==> config.mk <==
export PLATFORM = sky130hd
export DESIGN_NAME = multichannel_pattern_generator
export DESIGN_NICKNAME = d
export VERILOG_FILES = /design/src/rtl/multichannel_pattern_generator.sv
export SDC_FILE = /design/constraint.sdc
export NUM_CORES = 1
export LEC_CHECK = 0
export CORE_UTILIZATION = 55
export CTS_CLUSTER_DIAMETER = 40
export DETAILED_ROUTE_END_ITERATION = 16
export PLACE_DENSITY = 0.78
export SKIP_CTS_REPAIR_TIMING = 1
export SYNTH_ARGS = -nofsm -noshare
export SYNTH_HDL_FRONTEND = slang
export SYNTH_SLANG_ARGS = --single-unit
export TNS_END_PERCENT = 20
==> constraint.sdc <==
create_clock -name clk -period 17.1 [get_ports clk]
set_input_delay 3.42 -clock clk [delete_from_list [all_inputs] [get_ports clk]]
set_output_delay 3.42 -clock clk [all_outputs]
set_load 0.05 [all_outputs]
==> src/rtl/multichannel_pattern_generator.sv <==
// Multichannel pattern generator: constant / ramp / square / LFSR samples streamed
// over a valid/ready port, one sample per cycle, with per-channel lanes.

module mpg_lane #(
  parameter int DATA_W = 16,
  parameter int CH     = 0
) (
  input  logic              clk,
  input  logic              reset_n,
  input  logic              load_i,
  input  logic              adv_i,
  input  logic [1:0]        mode_i,
  input  logic [DATA_W-1:0] seed_i,
  input  logic [DATA_W-1:0] step_i,
  input  logic              lvl_i,
  output logic [DATA_W-1:0] data_o
);
  localparam logic [DATA_W-1:0] K   = DATA_W'(CH);
  localparam logic              ODD = (CH % 2) == 1;

  logic [DATA_W-1:0] data_q, data_d, init_lfsr;

  assign init_lfsr = seed_i + K;

  always_comb begin
    data_d = data_q;
    if (load_i) begin
      case (mode_i)
        2'd0:    data_d = seed_i;
        2'd1:    data_d = seed_i + step_i * K;
        2'd2:    data_d = {DATA_W{lvl_i ^ ODD}};
        default: data_d = (init_lfsr == '0) ? DATA_W'(1) : init_lfsr;
      endcase
    end else if (adv_i) begin
      case (mode_i)
        2'd0:    data_d = data_q;
        2'd1:    data_d = data_q + step_i;
        2'd2:    data_d = {DATA_W{lvl_i ^ ODD}};
        default: data_d = {data_q[DATA_W-2:0], data_q[DATA_W-1] ^ data_q[DATA_W-2]};
      endcase
    end
  end

  always_ff @(posedge clk or negedge reset_n) begin
    if (!reset_n) data_q <= '0;
    else          data_q <= data_d;
  end

  assign data_o = data_q;
endmodule

module multichannel_pattern_generator #(
  parameter int DATA_W = 16,
  parameter int NUM_CH = 4,
  parameter int CNT_W  = 32,
  parameter int PER_W  = 16
) (
  input  logic                     clk,
  input  logic                     reset_n,
  input  logic                     start,
  input  logic                     abort,
  input  logic [1:0]               mode,
  input  logic [CNT_W-1:0]         num_samples,
  input  logic [PER_W-1:0]         half_period,
  input  logic [DATA_W-1:0]        step,
  input  logic [DATA_W-1:0]        seed,
  output logic                     out_valid,
  input  logic                     out_ready,
  output logic [NUM_CH*DATA_W-1:0] out_data,
  output logic [CNT_W-1:0]         sample_idx,
  output logic                     busy,
  output logic                     done
);
  typedef enum logic [1:0] {S_IDLE, S_RUN, S_DONE} state_e;

  state_e            state_q, state_d;
  logic              vld_q, vld_d;
  logic [CNT_W-1:0]  idx_q, idx_d, num_q, num_d;
  logic [1:0]        mode_q, mode_d;
  logic [PER_W-1:0]  hp_q, hp_d, sq_cnt_q, sq_cnt_d, eff_hp;
  logic [DATA_W-1:0] step_q, step_d, seed_q, seed_d;
  logic              lvl_q, lvl_d;
  logic              launch, last, adv;

  assign launch = (state_q == S_IDLE) && start && !abort;
  assign last   = (idx_q == num_q - CNT_W'(1));
  assign eff_hp = (hp_q == '0) ? PER_W'(1) : hp_q;
  assign adv    = (state_q == S_RUN) && vld_q && out_ready && !abort && !last;

  always_comb begin
    state_d  = state_q;
    vld_d    = vld_q;
    idx_d    = idx_q;
    num_d    = num_q;
    mode_d   = mode_q;
    hp_d     = hp_q;
    step_d   = step_q;
    seed_d   = seed_q;
    sq_cnt_d = sq_cnt_q;
    lvl_d    = lvl_q;
    case (state_q)
      S_IDLE: if (launch) begin
        mode_d   = mode;
        num_d    = num_samples;
        hp_d     = half_period;
        step_d   = step;
        seed_d   = seed;
        idx_d    = '0;
        vld_d    = 1'b0;
        sq_cnt_d = '0;
        lvl_d    = 1'b0;
        state_d  = (num_samples == '0) ? S_DONE : S_RUN;
      end
      S_RUN: begin
        // first RUN cycle only primes the output register, so valid rises one edge later
        if (abort) begin
          vld_d   = 1'b0;
          state_d = S_IDLE;
        end else if (!vld_q) begin
          vld_d = 1'b1;
        end else if (out_ready) begin
          if (last) begin
            vld_d   = 1'b0;
            state_d = S_DONE;
          end else begin
            idx_d = idx_q + CNT_W'(1);
            if (sq_cnt_q + PER_W'(1) == eff_hp) begin
              sq_cnt_d = '0;
              lvl_d    = ~lvl_q;
            end else begin
              sq_cnt_d = sq_cnt_q + PER_W'(1);
            end
          end
        end
      end
      default: state_d = S_IDLE;
    endcase
  end

  always_ff @(posedge clk or negedge reset_n) begin
    if (!reset_n) begin
      state_q  <= S_IDLE;
      vld_q    <= 1'b0;
      idx_q    <= '0;
      num_q    <= '0;
      mode_q   <= '0;
      hp_q     <= '0;
      step_q   <= '0;
      seed_q   <= '0;
      sq_cnt_q <= '0;
      lvl_q    <= 1'b0;
    end else begin
      state_q  <= state_d;
      vld_q    <= vld_d;
      idx_q    <= idx_d;
      num_q    <= num_d;
      mode_q   <= mode_d;
      hp_q     <= hp_d;
      step_q   <= step_d;
      seed_q   <= seed_d;
      sq_cnt_q <= sq_cnt_d;
      lvl_q    <= lvl_d;
    end
  end

  // lanes load from the live inputs on launch, then run from the latched copy
  logic [1:0]        lane_mode;
  logic [DATA_W-1:0] lane_seed, lane_step;
  assign lane_mode = launch ? mode : mode_q;
  assign lane_seed = launch ? seed : seed_q;
  assign lane_step = launch ? step : step_q;

  for (genvar k = 0; k < NUM_CH; k++) begin : g_lane
    mpg_lane #(.DATA_W(DATA_W), .CH(k)) u_lane (
      .clk    (clk),
      .reset_n(reset_n),
      .load_i (launch),
      .adv_i  (adv),
      .mode_i (lane_mode),
      .seed_i (lane_seed),
      .step_i (lane_step),
      .lvl_i  (lvl_d),
      .data_o (out_data[k*DATA_W +: DATA_W])
    );
  end

  assign out_valid  = vld_q;
  assign busy       = (state_q == S_RUN);
  assign done       = (state_q == S_DONE);
  assign sample_idx = idx_q;
endmodule

==> results of run 1 <==
## worst max path at each step
stage	from	endpoint	slack, ps	cells after the start
4_1_cts	abort	g_lane[2].u_lane.data_o[4]	8010	16
2_1_floorplan	abort	g_lane[3].u_lane.data_o[14]	8020	22
3_5_place_dp	abort	g_lane[2].u_lane.data_o[4]	7530	16
5_1_grt	abort	g_lane[2].u_lane.data_o[5]	7400	17
6_report	abort	g_lane[2].u_lane.data_o[4]	7800	16
3_3_place_gp	abort	g_lane[2].u_lane.data_o[5]	7660	17
## final cells by class
cell class                 instances  area, sq um  area share (%)
clock inverter                     9        82.58          0.3961
clock buffer                      19        452.9           2.172
timing repair buffer             204         2011           9.644
sequential                       198         4955           23.77
tap                              442        553.0           2.653
inverter                          46        172.7          0.8282
multi-input combinational       1928        12620           60.54
## registers in the layout (all words and copies together) (netlist names)
| register | count |
|---|---|
| g_lane.u_lane.data_o | 64 |
| num_q | 32 |
| sample_idx | 32 |
| hp_q | 16 |
| seed_q | 16 |
| sq_cnt_q | 16 |
| step_q | 16 |
| mode_q | 2 |
| state_q | 2 |
| lvl_q | 1 |
| out_valid | 1 |
## worst max-delay path, cell delays in order
cell and delay (ps):
clkdlybuf4s50_1 520, nor4b_2 380, buf_12 490, buf_4 580
nand2_1 140, nand2_1 420, ha_1 610, nand4_1 160
mux2i_1 620, and3_1 320, nand4_1 110, o311ai_0 130
o21ai_0 180, o31ai_1 930, o22ai_1 200, a221o_1 360
## per-stage QoR
stage	cells	power, mW	utilization [%]	cell area, sq um	hold WS [ps]
6_report	2846	3.406	64.08	20850	470.5
5_1_grt	2846	3.610	64.08	20850	490.3
4_1_cts	2846	3.355	64.08	20850	474.1
3_5_place_dp	2818	2.948	62.43	20310	455.8
3_3_place_gp	2818	2.907	62.43	20310	451.3
2_1_floorplan	2302	2.306	-	18230	439.4
## synthesized netlist by cell type (27+ instances only)
library cell	count
nand4_1	36
nand2_1	389
a21o_1	36
and3_1	32
dfrtp_1	198
nor2_1	148
ha_1	116
mux2i_1	27
xnor2_1	143
a31oi_1	33
a211oi_1	35
clkbuf_1	97
nor4_1	33
inv_1	41
a21oi_1	133
nand3_1	79
nor3_1	79
o21ai_0	153
xor2_1	71
## report_power, final
part | switching, mW | leakage (nW) | internal (mW)
clock | 0.195 | 0.262 | 0.205
sequential | 0.198 | 2.54 | 0.588
combinational | 1.38 | 6.09 | 0.843
## layer usage
| layer | wire length, um | vias up | GRT usage [%] |
|---|---|---|---|
| met1 | 28120 | 9290 | 53.96 |
| met5 | 0 | - | 0 |
| met2 | 30450 | 1077 | 63.33 |
| met4 | 4275 | 0 | 24.73 |
| met3 | 6324 | 248 | 7.270 |
| li1 | - | 8627 | - |
## cells by family (layout without fill, tap and decap cells)
kind of cell / count (synthesis) / in the layout / synth area share [%]
buffers and inverters: 176 / 278 / 3.810
AO/OA/AOI/OAI: 625 / 625 / 22.96
AND/OR/NAND/NOR: 917 / 917 / 23.46
multiplexers: 34 / 34 / 1.915
adder cells (fa/ha/maj): 137 / 137 / 10.27
XOR/XNOR: 215 / 215 / 10.41
flip-flops: 198 / 198 / 27.18
==> results.md, run 1 <==
- GPL Wtd Cong: slightly above 1
- Pwr Density: 163.4 nW/um^2
- Critical Path End Type: register
- Startpoint class of the critical path: input pin
- CTS max path bufs: 2
- Top-area cell type share of the netlist area: 27.18%
- Worst-Margin Slew: 1415 ps
- Register area share after synthesis: 27.18%
- WS Path Type: in -> reg
- WHS Endpoint: step_q[12]
- GRT Overall Usage: 41.15%
- Hold Path Depth: 2
- Final setup fails: 0
- Vias/cell: 6.761
- Max-slew violations: 0
- Leakage power: around 8.9 nW
- Pre-CTS setup slack: approximately 7500 ps
- Die W: 184.0 um
- Largest net degree at the start of global routing: 118
- Initial antenna violation count: 1
- Cells after synthesis: ~2.3k
- Ys flop type: dfrtp_1
- Status: finished clean
- Wirelength per Cell: approximately 24 um
- #FFs+latches synth: 198
- Worst-path clk slew: approximately 70 ps
- Die height: 184.0 um
- Syn Std Cell Area: 18230 sq um
- DP HPWL: 50.16 mm
- FF-to-FF setup slack: ~11000 ps
- Area leader, netlist: dfrtp_1
- Crit-path max FO: 117
- Ys async rst share: 100.0%
- CTS Buf Count: 17
- Core Region: 32540 sq um
- DRC: 0
- TritonCTS Sinks: 198
- Clock tree from TritonCTS: built
- Die area: 33870 sq um
- Peak Freq: about 0.11 GHz
- Starting density of the core: around 56%
- Setup WS post-layout: 7802 ps
- Worst skew pair latency: 470 ps
- Antenna Cells: 0
- Max-Cap Viols: 0
- Fill cells: 2948
- Commonest non-fill, non-tap cell in the layout: nand2_1
- TritonRoute pass-1 iters: 8
- Distinct cells, synth: slightly above 80
- Hold Vio Cnt, Final: 0
- Final Skew: 21.99 ps
- PortBufs: 185
- I/O pins: roughly 190
- R2R depth: 15
- Global-route wire length before repair: 105.3 mm
- Hold_sp: step_q[12]
- Share of cells above drive strength 1: 3.369%
- Top cells by area, synth: dfrtp_1, nand2_1, ha_1
- Final Cycle Share: about 54%
- Synth Warn #: 0
- Final Critical Period: 9298 ps
- RSZ-0062 raised after global routing: false
- Number of global-route vias before repair: 18.02k
- Final #Nets: 2619
- Critical Path RT: 17450 ps
- Vias: approximately 19k
- IR drop worst, VDD: 127.3 uV
- Post-route ant nets: 0
- Final WL: about 69 mm
- Mapped Avg Cell Area: 7.918 sq um
- H-tree depth: 4
- Max_slew headroom: 4.449%
- Root buffer cell: clkbuf_16
- Drt initial violations: 2035
- Synth Net Count: between 2k and 3k
- Setup tns final: 0 ps
- Most frequent cells in the layout: nand2_1, dfrtp_1, clkdlybuf4s50_1
- Reg-to-Reg End: g_lane[2].u_lane.data_o[4]
- EDFF count, synth: 0
- CP arrival: 9640 ps
- Area Overhead vs Synth: 14.38%
- Hold/Removal Path Class: reg -> reg
- Std-Cell Rows: 66
- GRT overflow: 0
- Reg2reg start: state_q[0]
No activity file was read; power rests on OpenSTA's default activity.
==> run 2: changes to the inputs <==
- CORE_UTILIZATION: 55 -> 53
- clock period: 17.1 -> 7.55 ns (I/O delays scaled with it)
==> run 2 against run 1 <==
Core utilization shrank 1.7 points. Clock skew shrank 9.6 ps. Combinational power grew 130%. Critical endpoint is now g_lane[3].u_lane.data_o[14]. Sequential share of layout area shrank 0.21 points. Global-route usage shrank 1.5 points. Routed wire length grew 0.97%. Cell count grew 0.98%. Via count grew 1.0%. Hold slack is essentially flat. Clock-buffer cell count is the same. Sequential power grew 130%. First-iteration DRC count shrank 5.5%. Critical path type unchanged.
==> results.md, run 2 (synthesized netlist as in run 1, its figures left out) <==
- Hold Vio Cnt, Final: 0 (unchanged)
- Reg2reg start: num_q[0]
- GRT overflow: 0 (unchanged)
- Die W: 187.5 um (+1.9%)
- WS Path Type: in -> reg
- Post-route ant nets: 0 (unchanged)
- Hold_sp: step_q[5]
- Final Skew: 12.38 ps (-9.609 ps)
- Wirelength per Cell: 24.30 um (about the same)
- CP Launch Point: abort
- Fill cells: 2989 (+1.4%)
- Crit path top cell by count: o21ai_0
- IR drop worst, VDD: 244.4 uV (+92%)
- Die height: 187.5 um (+1.9%)
- Final setup fails: 0 (unchanged)
- Critical Path End Type: register
- Clock tree from TritonCTS: built
- Critical path's largest stage delay: 820 ps (-110 ps)
- Peak Freq: ~0.16 GHz
- Number of global-route vias before repair: 18.50k (+2.7%)
- CP Cell Sequence: clkdlybuf4s50_1, or4b_4, a21oi_1, inv_1, fa_1, ha_1, a211oi_1, o21ai_0, a31oi_1, o21ai_0, nand2_1, a211o_1, o21ai_0, xor2_1, a2111oi_0, a211oi_1
- Initial antenna violation count: 1 (unchanged)
- Final Core Density: 62.42% (-1.7 points)
- Final Critical Period: between 6000 and 7000 ps
- Worst skew pair latency: 470 ps (about the same)
- Die area: 35140 sq um (+3.7%)
- I/O pins: 186 (unchanged)
- Final WL: 69.85 mm (+0.97%)
- Worst-path clk slew: 80 ps (about the same)
- Worst path slowest cell: or4b_4
- DP HPWL: 51.22 mm (+2.1%)
- PortBufs: 185 (unchanged)
- Starting density of the core: 54.09% (-1.9 points)
- TritonRoute pass-1 iters: 6 (-2)
- Max_slew headroom: 22.05% (+18 points)
- DRC: 0 (unchanged)
- Critical path buffers and inverters: 2 (-1)
- Antenna Cells: 0 (unchanged)
- R2R depth: 12 (-3)
- Critical Path Stages: 16 (unchanged)
- Pwr Density: 370.7 nW/um^2 (+130%)
- Commonest non-fill, non-tap cell in the layout: nand2_1
- Top delay family on crit path: compound AO/OA/AOI/OAI gates
- Std-Cell Rows: 67 (+1.5%)
- Startpoint class of the critical path: input pin
- Share of cells above drive strength 1: 4.204% (+0.84 points)
- Setup tns final: 0 ps (unchanged)
- CP arrival: 6670 ps (-2970 ps)
- RSZ-0062 raised after global routing: false
- Vias: 19.44k (+1.0%)
- Max-Cap Viols: 0 (unchanged)
- Root buffer cell: clkbuf_16
- Drt initial violations: 1923 (-5.5%)
- Vias/cell: 6.765 (about the same)
- Reg-to-Reg End: g_lane[3].u_lane.data_o[6]
- Most frequent cells in the layout: nand2_1, dfrtp_1, clkdlybuf4s50_1
- Leakage power: 9.007 nW (+1.3%)
- Final #Nets: 2637 (+0.69%)
- Critical Path RT: 7880 ps (-9570 ps)
- Max-slew violations: 0 (unchanged)
- Worst Setup EP: g_lane[3].u_lane.data_o[14]
- Largest net degree at the start of global routing: 93 (-21%)
- Global-route wire length before repair: 107.9 mm (+2.5%)
- CTS Buf Count: 17 (unchanged)
- Final Cycle Share: 84.04%
- H-tree depth: 4 (unchanged)
- Status: finished clean
- Area Overhead vs Synth: 15.41%
- CTS max path bufs: 2 (unchanged)
- GPL Wtd Cong: 1.025 (+0.60%)
- Worst-Margin Slew: 1165 ps (-249.7 ps)
- GRT Overall Usage: 39.66% (-1.5 points)
- Flip-flop count of the largest register after layout: 64 (unchanged)
- FF-to-FF setup slack: 1990 ps (-8810 ps)
- Crit-path max FO: 41 (-65%)
- Hold/Removal Path Class: reg -> reg
- Core Region: 33700 sq um (+3.6%)
- TritonCTS Sinks: 198 (unchanged)
## run 2: routing by layer
metal | up-vias | part of all wire, % | GRT usage [%] | wire [um]
met5 | - | 0.017 | 0 | 12
met4 | 2 | 6.5 | 23.95 | 4516
met3 | 304 | 10 | 8.368 | 7263
met2 | 1269 | 45 | 62.24 | 31230
met1 | 9217 | 38 | 50.20 | 26830
li1 | 8650 | - | - | -
## run 2: worst min-delay path by stage
stage | slack [ps] | depth (start not counted) | to
4_1_cts | 480 | 2 | step_q[4]
3_3_place_gp | 450 | 2 | step_q[13]
2_1_floorplan | 440 | 2 | mode_q[0]
5_1_grt | 490 | 2 | step_q[4]
6_report | 470 | 2 | step_q[5]
3_5_place_dp | 460 | 2 | step_q[4]
## run 2: area by class of cell
| type | instances | area (sq um) | share of cell area [%] |
|---|---|---|---|
| Clock buffer | 19 | 442.9 | 2.106 |
| Clock inverter | 13 | 137.6 | 0.6543 |
| Inverter | 46 | 172.7 | 0.8208 |
| Multi-Input combinational cell | 1928 | 12620 | 60.00 |
| Sequential cell | 198 | 4955 | 23.55 |
| Tap cell | 448 | 560.5 | 2.665 |
| Timing Repair Buffer | 222 | 2146 | 10.20 |
## run 2: through the flow
stage               total power, mW  instances  area, sq um  worst slack [ps]  hold slack (ps)
finish                        7.798       2874        21040              1205            470.7
global route                  8.261       2874        21040             972.7            492.3
CTS                           7.662       2874        21040              1386            477.3
detailed placement            6.695       2842        20460             929.8            458.1
global placement              6.595       2842        20460             997.1            451.9
floorplan                     5.222       2302        18230             381.0            439.4
## run 2: report_power, final
group	leakage [nW]	internal, mW	switching (mW)
clock	0.286	0.475	0.473
combinational	6.18	1.94	3.15
sequential	2.54	1.33	0.438
## run 2: worst register-to-register path, stage by stage, from the launching register on
cell and delay (ps):
dfrtp_1 440, inv_1 100, ha_1 240, or4b_4 520, or4_4 660, or4_1 500, a2111oi_0 480, and4_1 330
and3_1 210, a32oi_2 130, and3_1 610, o41ai_1 980, o211ai_1 190
